File: src/rtl/clk_div_prog.sv
// ---------------------------------------------------------------------------
// clk_div_prog
//   Runtime-programmable clock divider. It produces a registered 50%-duty
//   divided clock together with a one-cycle TICK on every toggle and
//   one-cycle RISE_STB / FALL_STB strobes. All outputs are registered, so
//   the strobes line up with the cycle in which CLK_O first shows its new
//   level.
//
//   A new half-period can be requested at any time with LOAD. It is held
//   pending and only takes effect at a period boundary, so the half-period
//   currently in progress always completes at its original length.
//
// Parameters
//   DIV_W     width of the half-period counter and of HALF_IN
//   HALF_DEF  half-period (in CLK cycles) after reset, 1 .. 2^DIV_W-1
//   IDLE_LVL  CLK_O level during reset, while EN=0 and after SYNC
//
// Ports
//   CLK       system clock (rising edge)
//   RST       synchronous reset, active low
//   EN        run enable; 0 parks CLK_O at IDLE_LVL and clears the counter
//   SYNC      one-cycle phase restart
//   LOAD      one-cycle strobe capturing HALF_IN
//   HALF_IN   requested half-period (0 is treated as 1)
//   CLK_O     divided clock, period 2*HALF_CUR
//   TICK      one-cycle pulse on every CLK_O toggle
//   RISE_STB  high in the first cycle CLK_O reads 1 after a 0->1 toggle
//   FALL_STB  high in the first cycle CLK_O reads 0 after a 1->0 toggle
//   HALF_CUR  half-period currently in effect
// ---------------------------------------------------------------------------
module clk_div_prog #(
    parameter int DIV_W    = 10,
    parameter int HALF_DEF = 750,
    parameter bit IDLE_LVL = 1'b0
) (
    input  logic             CLK,
    input  logic             RST,
    input  logic             EN,
    input  logic             SYNC,
    input  logic             LOAD,
    input  logic [DIV_W-1:0] HALF_IN,
    output logic             CLK_O,
    output logic             TICK,
    output logic             RISE_STB,
    output logic             FALL_STB,
    output logic [DIV_W-1:0] HALF_CUR
);

    logic [DIV_W-1:0] cnt;
    logic [DIV_W-1:0] half_cur;
    logic [DIV_W-1:0] half_pend;
    logic             pend;

    logic [DIV_W-1:0] load_val;
    logic             wrap;
    logic             restart;
    logic             boundary;

    // A zero half-period would never wrap; treat it as the fastest rate.
    assign load_val = (HALF_IN == '0) ? DIV_W'(1) : HALF_IN;

    assign wrap     = (cnt == half_cur - DIV_W'(1));
    assign restart  = !EN || SYNC;
    // Points where a new half-period may take over without cutting or
    // stretching the half-period in progress.
    assign boundary = restart || wrap;

    always_ff @(posedge CLK) begin
        if (!RST) begin
            cnt       <= '0;
            half_cur  <= DIV_W'(HALF_DEF);
            half_pend <= '0;
            pend      <= 1'b0;
            CLK_O     <= IDLE_LVL;
            TICK      <= 1'b0;
            RISE_STB  <= 1'b0;
            FALL_STB  <= 1'b0;
        end else begin
            TICK     <= 1'b0;
            RISE_STB <= 1'b0;
            FALL_STB <= 1'b0;

            // Forced park on EN=0 / SYNC deliberately emits no strobes even
            // if CLK_O changes level.
            if (restart) begin
                cnt   <= '0;
                CLK_O <= IDLE_LVL;
            end else if (wrap) begin
                cnt      <= '0;
                CLK_O    <= ~CLK_O;
                TICK     <= 1'b1;
                RISE_STB <= ~CLK_O;
                FALL_STB <= CLK_O;
            end else begin
                cnt <= cnt + DIV_W'(1);
            end

            // A LOAD coinciding with a boundary bypasses the pending slot.
            if (boundary) begin
                if (LOAD)
                    half_cur <= load_val;
                else if (pend)
                    half_cur <= half_pend;
                pend <= 1'b0;
            end else if (LOAD) begin
                half_pend <= load_val;
                pend      <= 1'b1;
            end
        end
    end

    assign HALF_CUR = half_cur;

endmodule

File: config.mk
export PLATFORM = sky130hd
export DESIGN_NAME = clk_div_prog
export DESIGN_NICKNAME = d
export VERILOG_FILES = /design/src/rtl/clk_div_prog.sv
export SDC_FILE = /design/constraint.sdc
export NUM_CORES = 1
export LEC_CHECK = 0
export CAP_MARGIN = 20
export CORE_MARGIN = 2
export CORE_UTILIZATION = 30
export CTS_CLUSTER_DIAMETER = 40
export DETAILED_ROUTE_END_ITERATION = 8
export MAX_ROUTING_LAYER = met4
export SLEW_MARGIN = 20
export SYNTH_ARGS = -nofsm -noshare
export SYNTH_HDL_FRONTEND = slang
export SYNTH_SLANG_ARGS = --single-unit
File: constraint.sdc
create_clock -name CLK -period 2.98 [get_ports CLK]
set_input_delay 0.298 -clock CLK [delete_from_list [all_inputs] [get_ports CLK]]
set_output_delay 0.298 -clock CLK [all_outputs]
set_load 0.1 [all_outputs]
# Word-level counts from Yosys, hierarchy flattened
# Cells that the tools add are included.
[word_totals]
wordCells = 30
register_bits = 35
inputBits = 15
[classes]
bitwise_logic = 4
mux = 4
n_eq_ne = 1
n_addsub = 2
reduce_logical = 11
[op_table]
columns = ["cell", "count"]
rows = [
  ["10-bit 2-to-1 mux", 3],
  ["10-bit by 1-bit adder with 10-bit output, second input constant", 1],
  ["10-bit equality test", 1],
  ["10-bit zero test", 1],
  ["10-bit by 1-bit subtractor with 10-bit output, second input constant", 1],
  ["3-bit OR reduction", 2],
  ["1-bit NOT", 4],
  ["2-bit AND reduction", 2],
  ["2-bit OR reduction", 2],
  ["1-bit logical OR", 2],
  ["2-bit nonzero test", 1],
  ["1-bit zero test", 1],
  ["1-bit 2-to-1 mux", 1],
]

# Depth between registers and ports, before layout
# Gate-level depths: netlist of run 1.
[depth]
ltp_word = 5
ltp_mapped = 9

# Least setup slack after synthesis of run 1
# OpenSTA, ideal clock, no wires.
[synth_timing]
path_type = "register -> register"
from = "register half_cur[0] (netlist: HALF_CUR[0])"
to = "register half_pend[0]"
t_required_ps = 2859
path_stages_with_launch = 10
setup_slack_ps = 84
synth_period_minus_slack_ps = 2896
arrival_time_ps = 2775
setup_ps = 121
cell_sequence = "dfxtp_1 > inv_1 > ha_1 > nor3b_1 > xor2_1 > a2bb2oi_1 > a32oi_2 > a21boi_2 > buf_6 > mux2_4"
[synth_via]
elab_chain_len = 5
[synth_lines]
columns = ["element", "line", "rtl"]
rows = [
  ["start, declared", "50", "logic [DIV_W-1:0] half_cur;"],
  ["start signal, assigned", "71", "half_cur <= DIV_W'(HALF_DEF);"],
  ["start signal, assigned", "101", "half_cur <= load_val;"],
  ["start signal, assigned", "103", "half_cur <= half_pend;"],
  ["10-bit by 1-bit subtractor with 10-bit output", "62", "assign wrap = (cnt == half_cur - DIV_W'(1));"],
  ["10-bit equality test", "62", ""],
  ["1-bit logical OR", "66", "assign boundary = restart || wrap;"],
  ["1-bit NOT (no line)", "n/a", ""],
  ["2-bit AND reduction (no line)", "n/a", ""],
  ["end signal, assigned", "106", "half_pend <= load_val;"],
  ["end, declared", "51", "logic [DIV_W-1:0] half_pend;"],
]
# Every way passes these cells.
# A chain may end at the register's enable or synchronous reset.

# Worst setup path in the final report of run 1
[layout_timing]
from = "register half_cur[0] (netlist: HALF_CUR[0])"
to = "register half_pend[9]"
# The elaborated chain is that of the path after synthesis.

==> flow_summary.html, run 1 <==
<table>
<tr><th>Metric</th><th>Value</th></tr>
<tr><th colspan="2">Critical path</th></tr>
<tr><td>Worst-case register-to-register setup slack</td><td>0.33 ns</td></tr>
<tr><td>CP Data Required Time</td><td>3.20 ns</td></tr>
<tr><td>Cells along the critical path</td><td>inv_1, ha_1, or3b_1, o31a_2, o2111ai_1, o21ai_2, a21boi_2, buf_4, mux2i_1</td></tr>
<tr><td>End of the worst register-to-register path</td><td>half_pend[9]$_SDFFE_PN0P_</td></tr>
<tr><td>Crit start category</td><td>flip-flop</td></tr>
<tr><td>Crit-path max FO</td><td>6</td></tr>
<tr><td>Highest cell delay on the worst timing path</td><td>0.40 ns</td></tr>
<tr><td>Critical path arrival</td><td>2.86 ns</td></tr>
<tr><td>Depth of the worst register-to-register path</td><td>9</td></tr>
<tr><td>Setup CP Type</td><td>flip-flop to flip-flop</td></tr>
<tr><td>Worst r2r src</td><td>HALF_CUR[0]$_SDFFE_PN0P_</td></tr>
<tr><td>Worst setup EP type</td><td>flip-flop</td></tr>
<tr><td>Worst path slowest cell</td><td>sky130_fd_sc_hd__or3b_1</td></tr>
<tr><th colspan="2">Floorplanning</th></tr>
<tr><td>X dimension of the die</td><td>84.1 microns</td></tr>
<tr><td>Die height</td><td>84.1 microns</td></tr>
<tr><td>Row cnt</td><td>29</td></tr>
<tr><td>Initial core utilization</td><td>30.7%</td></tr>
<tr><td>Top-Level Pins</td><td>29</td></tr>
<tr><td>Core box area</td><td>6280 sq um</td></tr>
<tr><td>Full die area</td><td>7070 sq um</td></tr>
<tr><th colspan="2">Yosys</th></tr>
<tr><td>Synth Register Bits</td><td>35</td></tr>
<tr><td>Number of enable flip-flop cells after synthesis</td><td>0</td></tr>
<tr><td>Most used DFF post-synth</td><td>sky130_fd_sc_hd__dfxtp_1</td></tr>
<tr><td>Share of synthesized area occupied by flip-flops and latches</td><td>36.4%</td></tr>
<tr><td>Number of instances in the synthesized netlist</td><td>215</td></tr>
<tr><td>Avg Inst Size Synth</td><td>8.95 sq um</td></tr>
<tr><td>Number of warnings printed during yosys synthesis</td><td>0</td></tr>
<tr><td>Syn Nets</td><td>232</td></tr>
<tr><td>Synth async-reset ratio</td><td>0%</td></tr>
<tr><td>Area of the mapped netlist</td><td>1920 sq um</td></tr>
<tr><td>Number of unique standard cell types used by synthesis</td><td>47</td></tr>
<tr><th colspan="2">Layout</th></tr>
<tr><td>Layout cells sized above 1</td><td>19.1%</td></tr>
<tr><td>Post-layout nets</td><td>262</td></tr>
<tr><td>Number of diodes added for antenna fixing</td><td>0</td></tr>
<tr><td>Layout-stage area growth over the synthesis result</td><td>23.5%</td></tr>
<tr><th colspan="2">Global routing</th></tr>
<tr><td>Number of global-route vias before repair</td><td>1,494</td></tr>
<tr><td>Sum of overflow across all layers after global routing</td><td>0</td></tr>
<tr><td>Tot GR Track Use</td><td>12.6%</td></tr>
<tr><td>Initial antenna violation count</td><td>0</td></tr>
<tr><td>Maximum number of pins on one net before global-route repair</td><td>22</td></tr>
<tr><td>Global-route wire length before repair</td><td>7070 microns</td></tr>
<tr><th colspan="2">Min path</th></tr>
<tr><td>Hold Crit Depth</td><td>2</td></tr>
<tr><td>Min-delay src</td><td>half_pend[6]$_SDFFE_PN0P_</td></tr>
<tr><td>Hold WC Path Type</td><td>flip-flop to flip-flop</td></tr>
<tr><td>Hold EP</td><td>half_pend[6]$_SDFFE_PN0P_</td></tr>
<tr><th colspan="2">Routing</th></tr>
<tr><td>DRT antenna net count</td><td>0</td></tr>
<tr><td>Number of design rule violations left after detail routing</td><td>0</td></tr>
<tr><td>Number of DRC markers in iteration 0</td><td>70</td></tr>
<tr><td>DR vias</td><td>1,519</td></tr>
<tr><td>Average wire length per cell after detail routing</td><td>12.7 microns</td></tr>
<tr><td>Post-detailed-routing wire length</td><td>4110 microns</td></tr>
<tr><td>Via-per-instance ratio</td><td>4.70</td></tr>
<tr><td>First-pass detailed-route iteration total</td><td>4</td></tr>
<tr><th colspan="2">Placed design</th></tr>
<tr><td>RD Place Congestion</td><td>0.780</td></tr>
<tr><td>HPWL after detailed placement</td><td>3120 microns</td></tr>
<tr><td>Count of buffers inserted at the top-level ports</td><td>28</td></tr>
<tr><th colspan="2">STA</th></tr>
<tr><td>Unrepaired setup endpoints after global routing</td><td>no</td></tr>
<tr><td>F_max</td><td>0.378 GHz</td></tr>
<tr><td>Hold_ws</td><td>0.458 ns</td></tr>
<tr><td>Final-layout setup total negative slack</td><td>0 ns</td></tr>
<tr><td>Share of the clock period used by the worst path</td><td>88.9%</td></tr>
<tr><td>Final min period</td><td>2.65 ns</td></tr>
<tr><td>Number of hold-slack violations in the final timing report</td><td>0</td></tr>
<tr><td>Final Max Tran Viols</td><td>0</td></tr>
<tr><td>Worst-case clock skew</td><td>0.00514 ns</td></tr>
<tr><td>Worst slew margin relative to its limit</td><td>35.0%</td></tr>
<tr><td>Number of setup violations in the final report</td><td>0</td></tr>
<tr><td>Worst-Margin Slew</td><td>0.972 ns</td></tr>
<tr><th colspan="2">Power</th></tr>
<tr><td>Fraction of power consumed by the clock network</td><td>36.1%</td></tr>
<tr><td>Leakage dissipation</td><td>0.940 nW</td></tr>
<tr><td>Reported net switching power</td><td>0.371 mW</td></tr>
<tr><td>Design internal power</td><td>0.861 mW</td></tr>
<tr><td>Maximum resistive drop on vdd</td><td>0.274 mV</td></tr>
<tr><td>Pwr Density</td><td>518 nW/um^2</td></tr>
<tr><td>Part of the power in registers</td><td>42.0%</td></tr>
<tr><td>Combinational fraction of design power</td><td>21.9%</td></tr>
<tr><td>Switching power as a share of total power</td><td>30.1%</td></tr>
<tr><th colspan="2">Clock network</th></tr>
<tr><td>Clock tree from TritonCTS</td><td>yes</td></tr>
<tr><td>Post-CTS resize count</td><td>0</td></tr>
<tr><td>Root buffer cell</td><td>sky130_fd_sc_hd__clkbuf_8</td></tr>
<tr><td>Post-CTS repair timing setup buffer count</td><td>0</td></tr>
<tr><td>Clock Tree Buf Depth</td><td>2</td></tr>
<tr><td>Clock H-tree levels</td><td>2</td></tr>
<tr><td>Clock latency of the later-clocked register in the worst-skew pair</td><td>0.29 ns</td></tr>
<tr><td>Clock-pin slew of the registers on the worst-case setup and hold paths</td><td>0.07 ns</td></tr>
<tr><td>Number of CTS-inserted buffers</td><td>5</td></tr>
<tr><td>Number of sinks driven by the clock tree</td><td>35</td></tr>
<tr><td>Cts hold-fix bufs</td><td>0</td></tr>
<tr><th colspan="2">Flow run</th></tr>
<tr><td>Number of violations of the max-capacitance limit</td><td>0</td></tr>
<tr><th colspan="2">Outcome</th></tr>
<tr><td>Result of the run</td><td>complete, no violations</td></tr>
</table>
[logic make-up after synthesis]
kind of cell	after synthesis	synth area share, %
multiplexers	30	16.4
AND/OR/NAND/NOR	93	23.9
adder cells (fa/ha/maj)	2	1.30
buffers and inverters	17	4.23
flip-flops	35	36.4
XOR/XNOR	19	8.65
AO/OA/AOI/OAI	19	9.10
[cell usage after synthesis (2+ instances only)]
master	n	share of area [%]
sky130_fd_sc_hd__a211oi_2	2	1.3
sky130_fd_sc_hd__a22oi_1	2	0.78
sky130_fd_sc_hd__and2_1	3	0.98
sky130_fd_sc_hd__and3_1	2	0.65
sky130_fd_sc_hd__buf_2	2	0.52
sky130_fd_sc_hd__buf_6	2	1.2
sky130_fd_sc_hd__clkbuf_1	6	1.2
sky130_fd_sc_hd__dfxtp_1	35	36
sky130_fd_sc_hd__ha_1	2	1.3
sky130_fd_sc_hd__inv_1	6	1.2
sky130_fd_sc_hd__mux2_2	9	5.3
sky130_fd_sc_hd__mux2i_1	20	10
sky130_fd_sc_hd__nand2_1	35	6.8
sky130_fd_sc_hd__nand2b_1	6	2.0
sky130_fd_sc_hd__nand3_1	6	1.6
sky130_fd_sc_hd__nand4_1	2	0.65
sky130_fd_sc_hd__nor2_1	22	4.3
sky130_fd_sc_hd__nor2b_1	3	0.98
sky130_fd_sc_hd__nor3_1	3	0.78
sky130_fd_sc_hd__nor4_1	3	0.98
sky130_fd_sc_hd__xnor2_1	10	4.6
sky130_fd_sc_hd__xor2_1	9	4.1
[sequential cells by signal, indices dropped and copies added, names as in the netlist]
signal / count
TICK: 1
half_pend: 10
RISE_STB: 1
pend: 1
CLK_O: 1
FALL_STB: 1
cnt: 10
HALF_CUR: 10
[worst max-delay path, delay by kind of cell (launching register included)]
kind            cells  cell delay (ns)
compound gates      4             1.04
simple gates        1             0.40
flops               1             0.37
buf+inv             2             0.32
fa+ha+maj           1             0.23
mux                 1             0.20
[layer usage]
layer	share of wire (%)	track usage [%]	vias up
met2	47	19.8	28
met5	0	-	-
met3	5.0	4.06	4
li1	-	-	794
met4	1.1	3.67	0
met1	47	15.6	693
[per-stage QoR]
step | utilization (%) | power (mW) | instance area (sq um) | cells | worst slack (ns)
5_1_grt | 37.9 | 1.29 | 2380 | 323 | 0.153
4_1_cts | 37.9 | 1.25 | 2380 | 323 | 0.306
3_3_place_gp | 36.0 | 0.797 | 2260 | 315 | 0.415
2_1_floorplan | - | 0.727 | 1920 | 215 | 0.0835
3_5_place_dp | 36.0 | 0.800 | 2260 | 315 | 0.323
6_report | 37.9 | 1.23 | 2380 | 323 | 0.332
[power by group through the flow]
| stage | sequential (mW) | combinational [mW] | clock, mW |
|---|---|---|---|
| floorplan | 0.607 | 0.120 | 0 |
| global placement | 0.528 | 0.269 | 0 |
| detailed placement | 0.529 | 0.271 | 0 |
| CTS | 0.518 | 0.272 | 0.459 |
| global route | 0.522 | 0.289 | 0.480 |
| finish | 0.517 | 0.269 | 0.445 |
[worst max-delay path by stage]
stage          depth (start not counted)                         to  slack, ns                     start
2_1_floorplan                          9  half_pend[0]$_SDFFE_PN0P_       0.08  HALF_CUR[0]$_SDFFE_PN0P_
3_3_place_gp                           9  half_pend[8]$_SDFFE_PN0P_       0.41  HALF_CUR[0]$_SDFFE_PN0P_
3_5_place_dp                           9  half_pend[9]$_SDFFE_PN0P_       0.32  HALF_CUR[0]$_SDFFE_PN0P_
4_1_cts                                9  half_pend[9]$_SDFFE_PN0P_       0.31  HALF_CUR[0]$_SDFFE_PN0P_
5_1_grt                                9  half_pend[3]$_SDFFE_PN0P_       0.15  HALF_CUR[0]$_SDFFE_PN0P_
6_report                               9  half_pend[9]$_SDFFE_PN0P_       0.33  HALF_CUR[0]$_SDFFE_PN0P_
[layout by cell type (no fill, tap or decap), drive strengths merged, types with 7 or more instances in the layout]
cell / Yosys / layout
buf: 5 / 17
clkdlybuf4s50: 0 / 17
dfxtp: 35 / 35
mux2: 10 / 10
mux2i: 20 / 20
nand2: 35 / 35
nand3: 7 / 7
nor2: 22 / 22
xnor2: 10 / 10
xor2: 9 / 9
[final cells by class]
| cell class | count | area, sq um |
|---|---|---|
| fillers | 657 | 3900 |
| flip-flops and latches | 35 | 701 |
| inverters | 6 | 22.5 |
| multi-input cells | 163 | 1140 |
| clock buffers | 6 | 82.6 |
| well taps | 77 | 96.3 |
| repair buffers | 34 | 298 |
| clock inverters | 2 | 35.0 |
No activity file was read; power rests on OpenSTA's default activity.
==> run 2: changes to the inputs <==
- CAP_MARGIN: 20 -> 15
- CORE_MARGIN: 2 -> unset
- clock period: 2.98 -> 2.7 ns (I/O delays scaled with it)
==> flow_summary.html, run 2 (synthesized netlist as in run 1, its figures left out) <==
<table>
<tr><th>Metric</th><th>Value</th></tr>
<tr><th colspan="2">STA</th></tr>
<tr><td>F_max</td><td>0.399 GHz (was 0.378 GHz)</td></tr>
<tr><td>Worst-case clock skew</td><td>0.00526 ns (was 0.00514 ns)</td></tr>
<tr><td>Share of the clock period used by the worst path</td><td>92.9% (was 88.9%)</td></tr>
<tr><td>Number of hold-slack violations in the final timing report</td><td>0 (unchanged)</td></tr>
<tr><td>Final Max Tran Viols</td><td>0 (unchanged)</td></tr>
<tr><td>Final WS setup</td><td>0.191 ns (was 0.332 ns)</td></tr>
<tr><td>Number of setup violations in the final report</td><td>0 (unchanged)</td></tr>
<tr><td>Final min period</td><td>2.51 ns (was 2.65 ns)</td></tr>
<tr><td>Worst-Margin Slew</td><td>0.542 ns (was 0.972 ns)</td></tr>
<tr><td>Hold_ws</td><td>0.457 ns (was 0.458 ns)</td></tr>
<tr><td>Unrepaired setup endpoints after global routing</td><td>no (unchanged)</td></tr>
<tr><td>Worst slew margin relative to its limit</td><td>63.6% (was 35.0%)</td></tr>
<tr><td>Final-layout setup total negative slack</td><td>0 ns (unchanged)</td></tr>
<tr><th colspan="2">Power</th></tr>
<tr><td>Maximum resistive drop on vdd</td><td>0.226 mV (was 0.274 mV)</td></tr>
<tr><td>PnR Total Power</td><td>1.37 mW (was 1.23 mW)</td></tr>
<tr><td>Combinational fraction of design power</td><td>22.0% (was 21.9%)</td></tr>
<tr><td>Leakage dissipation</td><td>0.946 nW (was 0.940 nW)</td></tr>
<tr><td>Part of the power in registers</td><td>41.8% (was 42.0%)</td></tr>
<tr><td>Fraction of power consumed by the clock network</td><td>36.2% (was 36.1%)</td></tr>
<tr><td>Design internal power</td><td>0.951 mW (was 0.861 mW)</td></tr>
<tr><td>Pwr Density</td><td>577 nW/um^2 (was 518 nW/um^2)</td></tr>
<tr><td>Reported net switching power</td><td>0.415 mW (was 0.371 mW)</td></tr>
<tr><td>Switching power as a share of total power</td><td>30.4% (was 30.1%)</td></tr>
<tr><th colspan="2">Clock network</th></tr>
<tr><td>Clock-pin slew of the registers on the worst-case setup and hold paths</td><td>0.07 ns (about the same)</td></tr>
<tr><td>Post-CTS repair timing setup buffer count</td><td>0 (unchanged)</td></tr>
<tr><td>Clock Tree Buf Depth</td><td>2 (unchanged)</td></tr>
<tr><td>Clock tree from TritonCTS</td><td>yes (unchanged)</td></tr>
<tr><td>Root buffer cell</td><td>sky130_fd_sc_hd__clkbuf_8 (unchanged)</td></tr>
<tr><td>Number of CTS-inserted buffers</td><td>5 (unchanged)</td></tr>
<tr><td>Clock H-tree levels</td><td>2 (unchanged)</td></tr>
<tr><td>Number of sinks driven by the clock tree</td><td>35 (unchanged)</td></tr>
<tr><td>Clock latency of the later-clocked register in the worst-skew pair</td><td>0.29 ns (about the same)</td></tr>
<tr><td>Post-CTS resize count</td><td>0 (unchanged)</td></tr>
<tr><td>Cts hold-fix bufs</td><td>0 (unchanged)</td></tr>
<tr><th colspan="2">Outcome</th></tr>
<tr><td>Result of the run</td><td>complete, no violations (unchanged)</td></tr>
<tr><th colspan="2">Floorplanning</th></tr>
<tr><td>X dimension of the die</td><td>82.1 microns (was 84.1 microns)</td></tr>
<tr><td>Row cnt</td><td>28 (was 29)</td></tr>
<tr><td>Initial core utilization</td><td>31.8% (was 30.7%)</td></tr>
<tr><td>Core box area</td><td>6060 sq um (was 6280 sq um)</td></tr>
<tr><td>Die height</td><td>82.1 microns (was 84.1 microns)</td></tr>
<tr><td>Full die area</td><td>6740 sq um (was 7070 sq um)</td></tr>
<tr><td>Top-Level Pins</td><td>29 (unchanged)</td></tr>
<tr><th colspan="2">Critical path</th></tr>
<tr><td>End of the worst register-to-register path</td><td>half_pend[1]$_SDFFE_PN0P_ (was half_pend[9]$_SDFFE_PN0P_)</td></tr>
<tr><td>CP Data Required Time</td><td>2.93 ns (was 3.20 ns)</td></tr>
<tr><td>Worst setup EP type</td><td>flip-flop (unchanged)</td></tr>
<tr><td>Setup CP Type</td><td>flip-flop to flip-flop (unchanged)</td></tr>
<tr><td>Critical path arrival</td><td>2.74 ns (was 2.86 ns)</td></tr>
<tr><td>Crit start category</td><td>flip-flop (unchanged)</td></tr>
<tr><td>Crit-path max FO</td><td>6 (unchanged)</td></tr>
<tr><td>Worst r2r src</td><td>HALF_CUR[0]$_SDFFE_PN0P_ (unchanged)</td></tr>
<tr><td>Depth of the worst register-to-register path</td><td>9 (unchanged)</td></tr>
<tr><td>Worst-case register-to-register setup slack</td><td>0.19 ns (was 0.33 ns)</td></tr>
<tr><th colspan="2">Placed design</th></tr>
<tr><td>Count of buffers inserted at the top-level ports</td><td>28 (unchanged)</td></tr>
<tr><td>Pre-CTS setup slack</td><td>0.217 ns (was 0.323 ns)</td></tr>
<tr><td>RD Place Congestion</td><td>0.751 (was 0.780)</td></tr>
<tr><td>Post-Place Cell Area</td><td>2250 sq um (was 2260 sq um)</td></tr>
<tr><td>HPWL after detailed placement</td><td>3070 microns (was 3120 microns)</td></tr>
<tr><th colspan="2">Routing</th></tr>
<tr><td>Number of design rule violations left after detail routing</td><td>0 (unchanged)</td></tr>
<tr><td>Post-detailed-routing wire length</td><td>4300 microns (was 4110 microns)</td></tr>
<tr><td>Via-per-instance ratio</td><td>4.83 (was 4.70)</td></tr>
<tr><td>Number of DRC markers in iteration 0</td><td>85 (was 70)</td></tr>
<tr><td>Average wire length per cell after detail routing</td><td>13.4 microns (was 12.7 microns)</td></tr>
<tr><td>DRT antenna net count</td><td>0 (unchanged)</td></tr>
<tr><td>First-pass detailed-route iteration total</td><td>4 (unchanged)</td></tr>
<tr><td>DR vias</td><td>1,549 (was 1,519)</td></tr>
<tr><th colspan="2">Layout</th></tr>
<tr><td>Layout cells sized above 1</td><td>21.1% (was 19.1%)</td></tr>
<tr><td>Most frequent cells in the layout</td><td>sky130_fd_sc_hd__nand2_1 (35), sky130_fd_sc_hd__dfxtp_1 (33), sky130_fd_sc_hd__nor2_1 (22) (was sky130_fd_sc_hd__dfxtp_1 (35), sky130_fd_sc_hd__nand2_1 (35), sky130_fd_sc_hd__nor2_1 (22))</td></tr>
<tr><td>Post-route cell area</td><td>2370 sq um (was 2380 sq um)</td></tr>
<tr><td>Number of diodes added for antenna fixing</td><td>0 (unchanged)</td></tr>
<tr><td>Post-layout nets</td><td>262 (unchanged)</td></tr>
<tr><td>Most common library cell in the layout ignoring fill and taps</td><td>sky130_fd_sc_hd__nand2_1</td></tr>
<tr><td>Layout-stage area growth over the synthesis result</td><td>23.1% (was 23.5%)</td></tr>
<tr><th colspan="2">Global routing</th></tr>
<tr><td>Global-route wire length before repair</td><td>7040 microns (was 7070 microns)</td></tr>
<tr><td>Tot GR Track Use</td><td>14.6% (was 12.6%)</td></tr>
<tr><td>Maximum number of pins on one net before global-route repair</td><td>43 (was 22)</td></tr>
<tr><td>Sum of overflow across all layers after global routing</td><td>0 (unchanged)</td></tr>
<tr><td>Number of global-route vias before repair</td><td>1,480 (was 1,494)</td></tr>
<tr><td>Initial antenna violation count</td><td>0 (unchanged)</td></tr>
<tr><th colspan="2">Min path</th></tr>
<tr><td>Hold Crit Depth</td><td>1 (was 2)</td></tr>
<tr><td>Hold WC Path Type</td><td>flip-flop to flip-flop (unchanged)</td></tr>
<tr><td>Min-delay src</td><td>CLK_O$_SDFFE_PP0N_ (was half_pend[6]$_SDFFE_PN0P_)</td></tr>
<tr><td>Hold EP</td><td>RISE_STB$_SDFF_PP0_ (was half_pend[6]$_SDFFE_PN0P_)</td></tr>
<tr><th colspan="2">Flow run</th></tr>
<tr><td>Number of violations of the max-capacitance limit</td><td>0 (unchanged)</td></tr>
</table>
[run 2: worst max-delay path by stage]
stage                     slack (ns)                startpoint                         to  cells past startpoint
after floorplan                0.005  HALF_CUR[4]$_SDFFE_PN0P_  half_pend[0]$_SDFFE_PN0P_                      8
after global placement          0.28  HALF_CUR[0]$_SDFFE_PN0P_  half_pend[1]$_SDFFE_PN0P_                      9
after detailed placement        0.22  HALF_CUR[0]$_SDFFE_PN0P_  half_pend[1]$_SDFFE_PN0P_                      9
after CTS                       0.20  HALF_CUR[0]$_SDFFE_PN0P_  half_pend[1]$_SDFFE_PN0P_                      9
after global routing            0.02  HALF_CUR[1]$_SDFFE_PN1P_  half_pend[9]$_SDFFE_PN0P_                      9
final                           0.19  HALF_CUR[0]$_SDFFE_PN0P_  half_pend[1]$_SDFFE_PN0P_                      9
[run 2: layout make-up]
cell class | instances | area (sq um)
clock buffer | 6 | 82.6
clock inverter | 2 | 35.0
fill | 650 | 3690
inverter | 6 | 22.5
multi-input combinational | 163 | 1140
sequential | 35 | 703
tap | 75 | 93.8
timing repair buffer | 34 | 290
[run 2: through the flow]
stage / utilization, % / std cells
finish: 39.1 / 321
global route: 39.1 / 321
CTS: 39.1 / 321
detailed placement: 37.2 / 313
global placement: 37.2 / 313
floorplan: - / 215
[run 2: per-layer routing]
layer | GRT usage (%) | share of wire, % | vias up
li1 | - | - | 796
met1 | 18.0 | 49 | 723
met2 | 22.7 | 46 | 23
met3 | 3.63 | 3.8 | 7
met4 | 5.79 | 1.8 | 0
met5 | - | 0 | -
[run 2: worst max-delay path: stages, from the launching register on]
cell	delay, ns
sky130_fd_sc_hd__dfxtp_2	0.35
sky130_fd_sc_hd__inv_1	0.06
sky130_fd_sc_hd__ha_1	0.22
sky130_fd_sc_hd__nor3b_1	0.43
sky130_fd_sc_hd__xor2_1	0.19
sky130_fd_sc_hd__a2bb2oi_1	0.32
sky130_fd_sc_hd__a32oi_2	0.21
sky130_fd_sc_hd__a21boi_2	0.28
sky130_fd_sc_hd__buf_4	0.21
sky130_fd_sc_hd__mux2i_1	0.18
[run 2: power by group through the flow]
stage          registers [mW]  clock network [mW]  logic [mW]
2_1_floorplan           0.670                   0       0.132
3_3_place_gp            0.583                   0       0.300
3_5_place_dp            0.583                   0       0.301
4_1_cts                 0.572               0.506       0.303
5_1_grt                 0.575               0.532       0.321
6_report                0.571               0.494       0.301
